### src/rtl/memory_word_loader_pkg.sv
// Shared constants and state encoding for the word memory fill stage.
// Used by the loader, the memory and its readers.
package memory_word_loader_pkg;

   localparam int WORD_W         = 30;
   localparam int ADDR_W         = 7;
   localparam int BYTES_PER_WORD = 4;
   localparam int WORDS_MAX      = 100;
   localparam int IDX_W          = $clog2(BYTES_PER_WORD);
   localparam int LO_W           = 8 * (BYTES_PER_WORD - 1);

   typedef enum logic [1:0] {
      IDLE    = 2'd0,
      COLLECT = 2'd1,
      WRITE   = 2'd2,
      FINISH  = 2'd3
   } state_t;

   function automatic logic [ADDR_W-1:0] clamp_words(
      input logic [ADDR_W-1:0] n
   );
      return (n > ADDR_W'(WORDS_MAX)) ? ADDR_W'(WORDS_MAX) : n;
   endfunction

endpackage

### src/rtl/memory_word_loader_if.sv
// Byte stream handshake plus memory write port of the loader.
// master: byte source / memory side; slave: the loader.
interface memory_word_loader_if;
   import memory_word_loader_pkg::*;

   logic [7:0]        byte_in;
   logic              byte_valid;
   logic              byte_ready;
   logic              WR;
   logic [ADDR_W-1:0] wr_address_word;
   logic [WORD_W-1:0] wr_data_word;

   modport master (
      output byte_in, byte_valid,
      input  byte_ready, WR, wr_address_word, wr_data_word
   );

   modport slave (
      input  byte_in, byte_valid,
      output byte_ready, WR, wr_address_word, wr_data_word
   );

endinterface

### src/rtl/memory_word_loader.sv
// Packs a little-endian byte stream into 30-bit words and writes them
// to the word memory from address 0; ports: clk/rst, start/abort/word_count, bus, busy/done/fmt_error.
module memory_word_loader
   import memory_word_loader_pkg::*;
(
   input  logic              CLOCK_50,
   input  logic              RESET_N,
   input  logic              start,
   input  logic              abort,
   input  logic [ADDR_W-1:0] word_count,
   memory_word_loader_if.slave bus,
   output logic              busy,
   output logic              done,
   output logic              fmt_error
);

   state_t            state, next_state;
   logic [IDX_W-1:0]  idx;
   logic [LO_W-1:0]   lo_bytes;
   logic [ADDR_W-1:0] n_words;
   logic [ADDR_W-1:0] addr;
   logic [WORD_W-1:0] data;
   logic              ready;
   logic              wr;
   logic              accept;
   logic              go;
   logic              last_byte;

   assign accept    = ready & bus.byte_valid;
   assign go        = (state == IDLE) & start & ~abort;
   assign last_byte = (idx == IDX_W'(BYTES_PER_WORD - 1));

   always_ff @(posedge CLOCK_50 or negedge RESET_N) begin
      if (!RESET_N) state <= IDLE;
      else          state <= next_state;
   end

   always_comb begin
      next_state = state;
      unique case (state)
         IDLE: begin
            if (go)
               next_state = (word_count == '0) ? FINISH : COLLECT;
         end
         COLLECT: begin
            if (abort)
               next_state = IDLE;
            else if (accept && last_byte)
               next_state = WRITE;
         end
         WRITE: begin
            if (abort)
               next_state = IDLE;
            else if (addr == n_words - ADDR_W'(1))
               next_state = FINISH;
            else
               next_state = COLLECT;
         end
         FINISH: next_state = IDLE;
         default: next_state = IDLE;
      endcase
   end

   // abort suppresses the strobe/pulse of the cycle it arrives in
   always_comb begin
      ready = (state == COLLECT);
      wr    = (state == WRITE) & ~abort;
      busy  = (state == COLLECT) | (state == WRITE);
      done  = (state == FINISH) & ~abort;
   end

   always_ff @(posedge CLOCK_50 or negedge RESET_N) begin
      if (!RESET_N) begin
         idx       <= '0;
         lo_bytes  <= '0;
         n_words   <= '0;
         addr      <= '0;
         data      <= '0;
         fmt_error <= 1'b0;
      end else begin
         if (go) begin
            n_words   <= clamp_words(word_count);
            addr      <= '0;
            fmt_error <= 1'b0;
         end
         if (abort || go) begin
            idx <= '0;
         end else if (accept) begin
            idx <= idx + IDX_W'(1);
            unique case (idx)
               2'd0: lo_bytes[7:0]   <= bus.byte_in;
               2'd1: lo_bytes[15:8]  <= bus.byte_in;
               2'd2: lo_bytes[23:16] <= bus.byte_in;
               default: begin
                  // top byte carries only bits [29:24]
                  data <= {bus.byte_in[5:0], lo_bytes};
                  if (bus.byte_in[7:6] != 2'b00)
                     fmt_error <= 1'b1;
               end
            endcase
         end
         if (wr)
            addr <= addr + ADDR_W'(1);
      end
   end

   assign bus.byte_ready      = ready;
   assign bus.WR              = wr;
   assign bus.wr_address_word = addr;
   assign bus.wr_data_word    = data;

endmodule
### src/flat_wrapper.sv
// flat-port wrapper written by rule: the top's interface ports become plain ports
module memory_word_loader_flat import memory_word_loader_pkg::*;
  (CLOCK_50, RESET_N, start, abort, word_count, busy, done, fmt_error, bus_byte_in, bus_byte_valid, bus_byte_ready, bus_WR, bus_wr_address_word, bus_wr_data_word);
  memory_word_loader_if bus_i ();
  input  logic CLOCK_50;
  input  logic RESET_N;
  input  logic start;
  input  logic abort;
  input  logic [ADDR_W-1:0] word_count;
  output logic busy;
  output logic done;
  output logic fmt_error;
  input wire logic [$bits(bus_i.byte_in)-1:0] bus_byte_in;
  input wire logic [$bits(bus_i.byte_valid)-1:0] bus_byte_valid;
  output wire logic [$bits(bus_i.byte_ready)-1:0] bus_byte_ready;
  output wire logic [$bits(bus_i.WR)-1:0] bus_WR;
  output wire logic [$bits(bus_i.wr_address_word)-1:0] bus_wr_address_word;
  output wire logic [$bits(bus_i.wr_data_word)-1:0] bus_wr_data_word;
  assign bus_i.byte_in = bus_byte_in;
  assign bus_i.byte_valid = bus_byte_valid;
  assign bus_byte_ready = bus_i.byte_ready;
  assign bus_WR = bus_i.WR;
  assign bus_wr_address_word = bus_i.wr_address_word;
  assign bus_wr_data_word = bus_i.wr_data_word;
  memory_word_loader u_core (.CLOCK_50(CLOCK_50), .RESET_N(RESET_N), .start(start), .abort(abort), .word_count(word_count), .bus(bus_i), .busy(busy), .done(done), .fmt_error(fmt_error));
endmodule
### config.mk
export PLATFORM = sky130hd
export DESIGN_NAME = memory_word_loader_flat
export DESIGN_NICKNAME = d
export VERILOG_FILES = /design/src/rtl/memory_word_loader_pkg.sv /design/src/rtl/memory_word_loader_if.sv /design/src/rtl/memory_word_loader.sv /design/src/flat_wrapper.sv
export SDC_FILE = /design/constraint.sdc
export NUM_CORES = 1
export LEC_CHECK = 0
export CAP_MARGIN = 30
export CORE_ASPECT_RATIO = 0.5
export CORE_MARGIN = 2
export CORE_UTILIZATION = 40
export DETAILED_ROUTE_END_ITERATION = 8
export HOLD_SLACK_MARGIN = 0.1
export PLACE_DENSITY = 0.68
export RECOVER_POWER = 50
export SETUP_SLACK_MARGIN = 0.15
export SKIP_CTS_REPAIR_TIMING = 1
export SLEW_MARGIN = 10
export SYNTH_ARGS = -nofsm -noshare
export SYNTH_HDL_FRONTEND = slang
export SYNTH_SLANG_ARGS = --single-unit
### constraint.sdc
create_clock -name CLOCK_50 -period 1.7 [get_ports CLOCK_50]
set_input_delay 0.34 -clock CLOCK_50 [delete_from_list [all_inputs] [get_ports CLOCK_50]]
set_output_delay 0.34 -clock CLOCK_50 [all_outputs]
set_load 0.02 [all_outputs]
==> metrics.md, run 1 <==
| Metric | Value |
|---|---|
| Synth cell types | `39` |
| Period utilization | `1.03` |
| Core area | `approximately 0.008 mm²` |
| Gate Count Post-Synth | `about 250` |
| N_diodes | `0` |
| LEAKAGE | `3.01 nW` |
| Worst EP arrival | `1.96 ns` |
| Syn_nets | `284` |
| Final hold vios | `0` |
| Synth-to-layout area growth | `45.3%` |
| Worst min-delay path class | `flop to flop` |
| Post-synthesis sequential area ratio | `0.540` |
| Vias in the first global route | `about 2,400` |
| Max cap viols | `0` |
| Port Buffers | `61` |
| Commonest cells in the netlist | `dfrtp_1 (73), mux2_4 (29), mux2_2 (27), nand2_1 (22)` |
| CP Capture Type | `flop` |
| Cell area after synthesis | `about 0.0034 mm²` |
| Slew headroom | `0.599` |
| Yosys reg bits | `73` |
| Synth warn | `0` |
| H-tree depth | `3` |
| Final ANT Viol Nets | `0` |
| Die width | `134 µm` |
| Pwr dens | `1200 mW/mm²` |
| Final Critical Period | `1.75 ns` |
| # rows | `23` |
| Yosys top cell area share | `0.540` |
| Final TNS setup | `-0.303 ns` |
| Largest area contributor in the netlist | `dfrtp_1` |
| Initial antenna violation count | `0` |
| Worst hold path startpoint | `u_core.lo_bytes[4]$_DFFE_PN0P_` |
| Num CTS Buffers | `9` |
| Fraction of registers with async set/reset | `1.00` |
| Post-Syn Area per Cell | `13.4 µm²` |
| Startpoint Class | `flop` |
| Critical Setup Path Class | `flop to flop` |
| Post-synth top flop | `dfrtp_1` |
| First-pass GRT wire length | `11,700 µm` |
| DRC viols | `0` |
| RePlAce Congestion | `roughly 0.75` |
| CTS tree | `built` |
| CTS clk-pin slew, worst paths | `0.06 ns` |
| Nets | `382` |
| Pin count of the biggest net entering global routing | `52` |
| Worst EP required | `1.92 ns` |
| Worst setup margin | `-0.0474 ns` |
| Longest Clk Path Bufs | `2` |
| Number of synthesized flops with an enable pin | `0` |
| Worst setup path start | `u_core.state[1]$_DFFE_PN0P_` |
| Routed wire length | `7310 µm` |
| WHS | `between 0.4 and 0.5 ns` |
| Drt first pass iters | `4` |
| RSZ-0062 raised after global routing | `yes` |
| CP max FO | `8` |
| Layout cells sized above 1 | `0.371` |
| Top-count cell post-synth | `dfrtp_1` |
| Vias | `2,317` |
| Reg2reg start | `u_core.state[1]$_DFFE_PN0P_` |
| Synth area leaders | `dfrtp_1 (54%), mux2_4 (13%), mux2_2 (9.0%), ha_1 (4.1%), nand2_1 (2.4%)` |
| Die Ht | `69.0 µm` |
| Slew at the pin closest to its max-slew limit | `roughly 0.6 ns` |
| Peak VDD IR | `650 µV` |
| Overflow after GRT | `0` |
| Status | `finished, violations left` |
| Fmax | `approximately 570 MHz` |
| Number of cells after detailed placement | `between 400 and 500` |
| 1st-iter DRT viols | `a little under 90` |
| Final core occ | `0.606` |
| Dpl hpwl | `5000 µm` |
| Worst-skew pair later-pin latency | `about 0.34 ns` |
| Starting Density | `0.417` |
| Setup Skew | `0.00621 ns` |
| Num Clock Sinks | `73` |
| Failing checks | `setup timing` |
| DR vias/cell | `roughly 5` |
| Root Buffer | `clkbuf_16` |
| All-Layer GR Usage | `0.163` |
| Pins over their slew limit | `0` |
| Final setup fails | `9` |
| Die area | `0.00926 mm²` |
| DR WL/cell | `15.6 µm` |
| Ports | `between 60 and 70` |
| Layout Cells excl Fill | `468` |
==> cells in the final DEF (no fill, tap or decap), types with 3 or more instances in the layout <==
cell and n:
inv_1 4, mux2_4 38, nand3b_1 3, nand3_1 4, o21ai_0 9, nor2_1 5
nand2_1 22, a21oi_1 6, nand2b_1 3, dfrtp_2 3, xnor2_1 5, ha_4 3
ha_1 8, dlymetal6s2s_1 38, o21ai_1 4, clkbuf_16 9, buf_6 10, buf_12 4
nand4_1 3, dfrtp_1 70, xor2_1 5, buf_4 21, clkdlybuf4s50_1 17, mux2_2 18
a31oi_1 4
==> layout make-up <==
| cell class | instances | area, µm² |
|---|---|---|
| fill | 621 | 3200 |
| sequential | 73 | 1830 |
| multi-input combinational | 167 | 1630 |
| timing repair buffer | 93 | 1010 |
| clock buffer | 10 | 229 |
| tap | 112 | 140 |
| clock inverter | 6 | 42.5 |
| inverter | 7 | 31.3 |
==> metal layers <==
metal	vias to the layer above	track usage	wire length [µm]
li1	1098	-	-
met1	1177	0.185	3160
met2	33	0.289	3820
met3	9	0.0552	239
met4	0	0.0561	94
met5	-	0	0
==> worst max-delay path, cell delays in order, from the launching register on <==
cell and delay, ns:
dfrtp_2 0.42, inv_4 0.06, ha_4 0.16, a21o_4 0.21, nor2_4 0.16, buf_12 0.14, buf_6 0.11, nand2_8 0.08
mux2_2 0.29
==> path summary, 6_finish.rpt <==
kind                                                              to  slack, ns  cells past startpoint
max                                   u_core.lo_bytes[5]$_DFFE_PN0P_      -0.05                      8
max reg2reg                           u_core.lo_bytes[5]$_DFFE_PN0P_      -0.05                      8
min reg2reg                   u_core.bus.wr_data_word[4]$_DFFE_PN0P_       0.50                      1
min in group asynchronous  u_core.bus.wr_address_word[4]$_DFFE_PN0P_       0.54                      2
min                           u_core.bus.wr_data_word[4]$_DFFE_PN0P_       0.50                      1
max in group asynchronous  u_core.bus.wr_address_word[5]$_DFFE_PN0P_       0.30                      3
==> sequential cells by signal, summed over array words and instances (netlist names) <==
signal,flops
u_core.bus.wr_data_word,30
u_core.lo_bytes,24
u_core.bus.wr_address_word,7
u_core.n_words,7
u_core.idx,2
u_core.state,2
u_core.fmt_error,1
==> through the flow <==
step	total power [mW]	instance area (µm²)	setup slack, ns
after detailed placement	3.87	4280	-0.341
after global placement	3.77	4280	-0.359
final	5.92	4920	-0.0474
after CTS	5.61	4550	-0.420
after floorplan	3.25	3420	0.0282
after global routing	6.26	4920	-0.0863
==> kinds of logic (layout without fill, tap and decap cells) <==
logic type,after synthesis,after routing,synth area share
XOR/XNOR,10,10,0.0259
adder cells (fa/ha/maj),11,11,0.0407
AND/OR/NAND/NOR,57,57,0.0921
multiplexers,56,56,0.218
flip-flops,73,73,0.540
AO/OA/AOI/OAI,33,33,0.0588
buffers and inverters,13,116,0.0244
==> power by group <==
group	internal, mW	total (mW)	switching (mW)
logic	1.06	1.92	0.860
clock network	0.989	1.71	0.726
registers	2.02	2.29	0.266
Note: power is estimated with default switching activity, not from simulation.
==> run 2, diff against run 1 <==
Settings changed: TNS_END_PERCENT set to 1.
==> metrics.md, run 2 (synthesis gave the netlist of run 1 again) <==
| Metric | Value |
|---|---|
| Overflow after GRT | `0` |
| Commonest non-fill, non-tap cells in the layout | `dfrtp_1 (72), dlymetal6s2s_1 (38), mux2_4 (29), mux2_2 (27), nand2_1 (22)` |
| CP Capture Type | `flop` |
| Failing checks | `setup timing` |
| DR vias/cell | `4.92` |
| Worst-skew pair later-pin latency | `0.33 ns` |
| Core area | `0.00812 mm²` |
| Drt first pass iters | `4` |
| Critical Setup Path Class | `flop to flop` |
| Final hold vios | `0` |
| Worst EP arrival | `1.96 ns` |
| CP max FO | `17` |
| Num CTS Buffers | `9` |
| Status | `finished, violations left` |
| N_diodes | `0` |
| Final Critical Period | `roughly 1.7 ns` |
| Pin count of the biggest net entering global routing | `29` |
| CTS clk-pin slew, worst paths | `~0.060 ns` |
| First-pass GRT wire length | `around 12,000 µm` |
| Dpl hpwl | `5100 µm` |
| Routed wire length | `about 7000 µm` |
| Multi-input logic area | `0.00152 mm²` |
| Vias | `2,265` |
| Worst min-delay path class | `flop to flop` |
| Placed instance area | `0.00431 mm²` |
| All-Layer GR Usage | `0.165` |
| Reg2reg path depth | `7` |
| Crit Reg-Reg Endpoint | `u_core.bus.wr_data_word[25]$_DFFE_PN0P_` |
| CTS tree | `built` |
| Startpoint Class | `flop` |
| Max cap viols | `0` |
| Layout cells sized above 1 | `0.333` |
| Slew headroom | `0.537` |
| DRC viols | `0` |
| Final core occ | `0.579` |
| Die area | `0.00926 mm²` |
| Register Area | `0.00183 mm²` |
| Setup Skew | `0.00445 ns` |
| Number of flip-flops in the largest register | `30` |
| DR WL/cell | `15.3 µm` |
| Longest Clk Path Bufs | `2` |
| Commonest non-fill, non-tap cell in the layout | `dfrtp_1` |
| RSZ-0062 raised after global routing | `yes` |
| Final TNS setup | `-0.752 ns` |
| Die Ht | `69.0 µm` |
| Hold path depth | `2` |
| Slew at the pin closest to its max-slew limit | `0.695 ns` |
| Vias in the first global route | `2,433` |
| FILL cells | `676` |
| Num Clock Sinks | `73` |
| Final ANT Viol Nets | `0` |
| H-tree depth | `3` |
| Worst setup margin | `-0.0414 ns` |
| Synth-to-layout area growth | `38.9%` |
| # rows | `23` |
| Reg2reg setup slack | `-0.04 ns` |
| Worst hold path startpoint | `u_core.fmt_error$_DFF_PN0_` |
| Reg2reg start | `u_core.state[1]$_DFFE_PN0P_` |
| Ports | `62` |
| Initial antenna violation count | `0` |
| Fmax | `approximately 570 MHz` |
| Worst EP required | `1.92 ns` |
| Pwr dens | `1220 mW/mm²` |
| RePlAce Congestion | `about 0.8` |
| LEAKAGE | `between 2 and 3 nW` |
| Nets | `374` |
| Port Buffers | `61` |
| Final setup fails | `30` |
| Die width | `134 µm` |
| Starting Density | `0.417` |
| Pins over their slew limit | `0` |
| Root Buffer | `clkbuf_16` |
| Post-route cell area | `0.00470 mm²` |
| 1st-iter DRT viols | `51` |
| Period utilization | `1.02` |
| Hold Path End | `u_core.fmt_error$_DFF_PN0_` |
| Peak VDD IR | `677 µV` |
run 2: cell types whose count changed in the layout (fill, tap and decap cells not counted), moves of 3 or more:
cell	before	now
mux2_4	38	29
nand2_2	0	3
buf_4	21	18
clkbuf_2	1	5
mux2_2	18	27
buf_6	10	1
run 2: through the flow:
| stage | hold WS (ns) | std cells | power [mW] | setup WS, ns |
|---|---|---|---|---|
| floorplan | 0.0444 | 253 | 3.25 | 0.0282 |
| global placement | 0.275 | 443 | 3.79 | -0.271 |
| detailed placement | 0.281 | 443 | 3.88 | -0.310 |
| CTS | -0.0780 | 459 | 5.78 | -0.464 |
| global route | 0.508 | 460 | 6.06 | -0.130 |
| finish | 0.496 | 460 | 5.73 | -0.0414 |
run 2: worst max-delay path, stage by stage, from the launching register on:
cell	delay, ns
dfrtp_1	0.41
inv_2	0.09
ha_4	0.17
a21o_1	0.20
nor2_4	0.17
nand2_4	0.10
buf_12	0.17
mux2_4	0.30
run 2: area by class of cell:
| class | instances | area share |
|---|---|---|
| multi-input combinational | 167 | 0.323 |
| sequential | 73 | 0.389 |
| timing repair buffer | 85 | 0.190 |
| tap | 112 | 0.0298 |
| clock inverter | 7 | 0.0149 |
| inverter | 7 | 0.00559 |
| clock buffer | 9 | 0.0479 |
run 2: metal layers:
metal	vias to the layer above	share of wire	global-route usage
li1	1085	-	-
met1	1121	0.41	0.184
met2	46	0.53	0.299
met3	13	0.043	0.0522
met4	0	0.016	0.0573
met5	-	0	0
run 2: worst max-delay path by stage:
stage	startpoint	end	cells past startpoint
floorplan	u_core.state[1]$_DFFE_PN0P_	u_core.bus.wr_data_word[10]$_DFFE_PN0P_	7
global placement	abort	bus_WR	4
detailed placement	abort	u_core.bus.wr_data_word[25]$_DFFE_PN0P_	7
CTS	u_core.state[0]$_DFFE_PN0P_	bus_WR	5
global route	u_core.state[1]$_DFFE_PN0P_	u_core.bus.wr_data_word[0]$_DFFE_PN0P_	7
finish	u_core.state[1]$_DFFE_PN0P_	u_core.bus.wr_data_word[25]$_DFFE_PN0P_	7
run 2: report_power, final:
part | switching [mW] | total [mW] | internal (mW) | leakage, nW
Combinational | 0.777 | 1.60 | 0.824 | 1.78
Clock | 0.731 | 1.86 | 1.13 | 0.146
Sequential | 0.244 | 2.26 | 2.02 | 0.984
==> run 3, diff against run 2 <==
Settings changed: PLACE_DENSITY 0.68 to 0.66.
Clock period 1.7 ns to 1.9 ns, I/O delays scaled along.
==> metrics.md, run 3 (synthesis gave the netlist of run 1 again) <==
| Metric | Value |
|---|---|
| Status | `completed` |
| All-Layer GR Usage | `0.162` |
| # rows | `23` |
| Die width | `roughly 130 µm` |
| Die area | `0.00926 mm²` |
| Slew headroom | `0.271` |
| Fmax | `around 570 MHz` |
| Critical Setup Path Class | `input port to flop` |
| Pwr dens | `1140 mW/mm²` |
| Starting Density | `0.417` |
| First-pass GRT wire length | `between 10,000 and 15,000 µm` |
| WHS | `0.482 ns` |
| Number of cells after detailed placement | `432` |
| Commonest non-fill, non-tap cells in the layout | `dfrtp_1 (70), clkdlybuf4s50_1 (47), mux2_4 (29), mux2_2 (27), nand2_1 (21)` |
| Pins over their slew limit | `0` |
| Vias in the first global route | `between 2,000 and 2,500` |
| Pin count of the biggest net entering global routing | `40` |
| Die Ht | `69.0 µm` |
| Vias | `2,217` |
| Port Buffers | `61` |
| Nets | `363` |
| Ports | `62` |
| Number of flip-flops in the largest register | `30` |
| Synth-to-layout area growth | `32.5%` |
| Cells along the critical path | `clkdlybuf4s50_1 > clkbuf_1 > a21o_1 > nor2_4 > nand2_4 > buf_12 > mux2_4` |
| Overflow after GRT | `0` |
| Max cap viols | `0` |
| CTS clk-pin slew, worst paths | `~0.060 ns` |
| FILL cells | `between 600 and 700` |
| Initial antenna violation count | `0` |
| Slowest cell delay on critical path | `0.46 ns` |
| Reg2reg start | `u_core.state[1]$_DFFE_PN0P_` |
| Slew at the pin closest to its max-slew limit | `approximately 1.1 ns` |
| Power, Total | `5.09 mW` |
| Routed wire length | `6870 µm` |
| Root Buffer | `clkbuf_16` |
| RePlAce Congestion | `0.741` |
| Drt first pass iters | `4` |
| DR WL/cell | `15.3 µm` |
| 1st-iter DRT viols | `76` |
| DR vias/cell | `4.94` |
| Longest Clk Path Bufs | `2` |
| Worst-skew pair later-pin latency | `between 0.3 and 0.4 ns` |
| Final Critical Period | `between 1.5 and 2 ns` |
| Commonest non-fill, non-tap cell in the layout | `dfrtp_1` |
| CTS tree | `built` |
| Worst min-delay path class | `flop to flop` |
| DRC viols | `0` |
| Final TNS setup | `0 ns` |
| Final ANT Viol Nets | `0` |
| Worst EP arrival | `1.98 ns` |
| Peak VDD IR | `534 µV` |
| Worst Path Buf+Inv | `3` |
| Period utilization | `0.926` |
| Final hold vios | `0` |
| CP Capture Type | `flop` |
| Num CTS Buffers | `9` |
| Layout cells sized above 1 | `0.312` |
| Worst hold path startpoint | `u_core.fmt_error$_DFF_PN0_` |
| H-tree depth | `3` |
| Setup Skew | `0.00582 ns` |
| CP max FO | `15` |
| Reg2reg setup slack | `about 0.14 ns` |
| CP delay by family, top | `buffers and inverters` |
| Layout Cells excl Fill | `449` |
| CP max-delay cell | `clkdlybuf4s50_1` |
| Startpoint Class | `input port` |
| Worst setup path start | `abort` |
| N_diodes | `0` |
| LEAKAGE | `2.16 nW` |
| Num Clock Sinks | `73` |
| Core area | `slightly above 0.008 mm²` |
| Dpl hpwl | `4780 µm` |
| RSZ-0062 raised after global routing | `yes` |
| Worst EP required | `approximately 2.1 ns` |
| Final core occ | `0.552` |
| Final setup fails | `0` |
## run 3: final timing paths
path / end / cells after the start
hold / removal: u_core.fmt_error$_DFF_PN0_ / 2
hold reg to reg: u_core.fmt_error$_DFF_PN0_ / 2
setup / recovery: u_core.bus.wr_data_word[25]$_DFFE_PN0P_ / 7
setup reg to reg: u_core.bus.wr_data_word[25]$_DFFE_PN0P_ / 7
max in group asynchronous: u_core.bus.wr_data_word[10]$_DFFE_PN0P_ / 3
min in group asynchronous: u_core.n_words[5]$_DFFE_PN0P_ / 2
## run 3: per-stage QoR
step,setup slack (ns),area (µm²)
floorplan,0.192,3390
global placement,-0.188,4220
detailed placement,-0.229,4220
CTS,-0.363,4540
global route,0.0653,4480
finish,0.142,4480
## run 3: final cells by class
cell class | count | area [µm²] | share of cell area
repair buffers | 74 | 667 | 0.149
well taps | 112 | 140 | 0.0313
clock buffers | 9 | 225 | 0.0502
inverters | 7 | 26.3 | 0.00586
multi-input cells | 167 | 1490 | 0.333
flip-flops and latches | 73 | 1830 | 0.408
clock inverters | 7 | 100 | 0.0223
## run 3: power by group
part | internal, mW | leakage (nW) | switching (mW)
Sequential | 1.81 | 0.981 | 0.248
Clock | 1.16 | 0.160 | 0.683
Combinational | 0.577 | 1.02 | 0.613
Total | 3.55 | 2.16 | 1.54
## run 3: worst register-to-register path: cells and delay by family, from the launching register on
family	cells	cell delay, ns
adder cells (fa/ha/maj)	1	0.23
buffers and inverters	2	0.26
flip-flops	1	0.42
multiplexers	1	0.31
AND/OR/NAND/NOR	3	0.42
## run 3: routing by layer
metal | part of all wire | track usage | wire length, µm | up-vias
met5 | 0 | 0 | 0 | -
met4 | 0.019 | 0.0713 | 133 | 0
met3 | 0.036 | 0.0530 | 247 | 12
met2 | 0.52 | 0.282 | 3590 | 42
met1 | 0.42 | 0.182 | 2900 | 1110
li1 | - | - | - | 1053
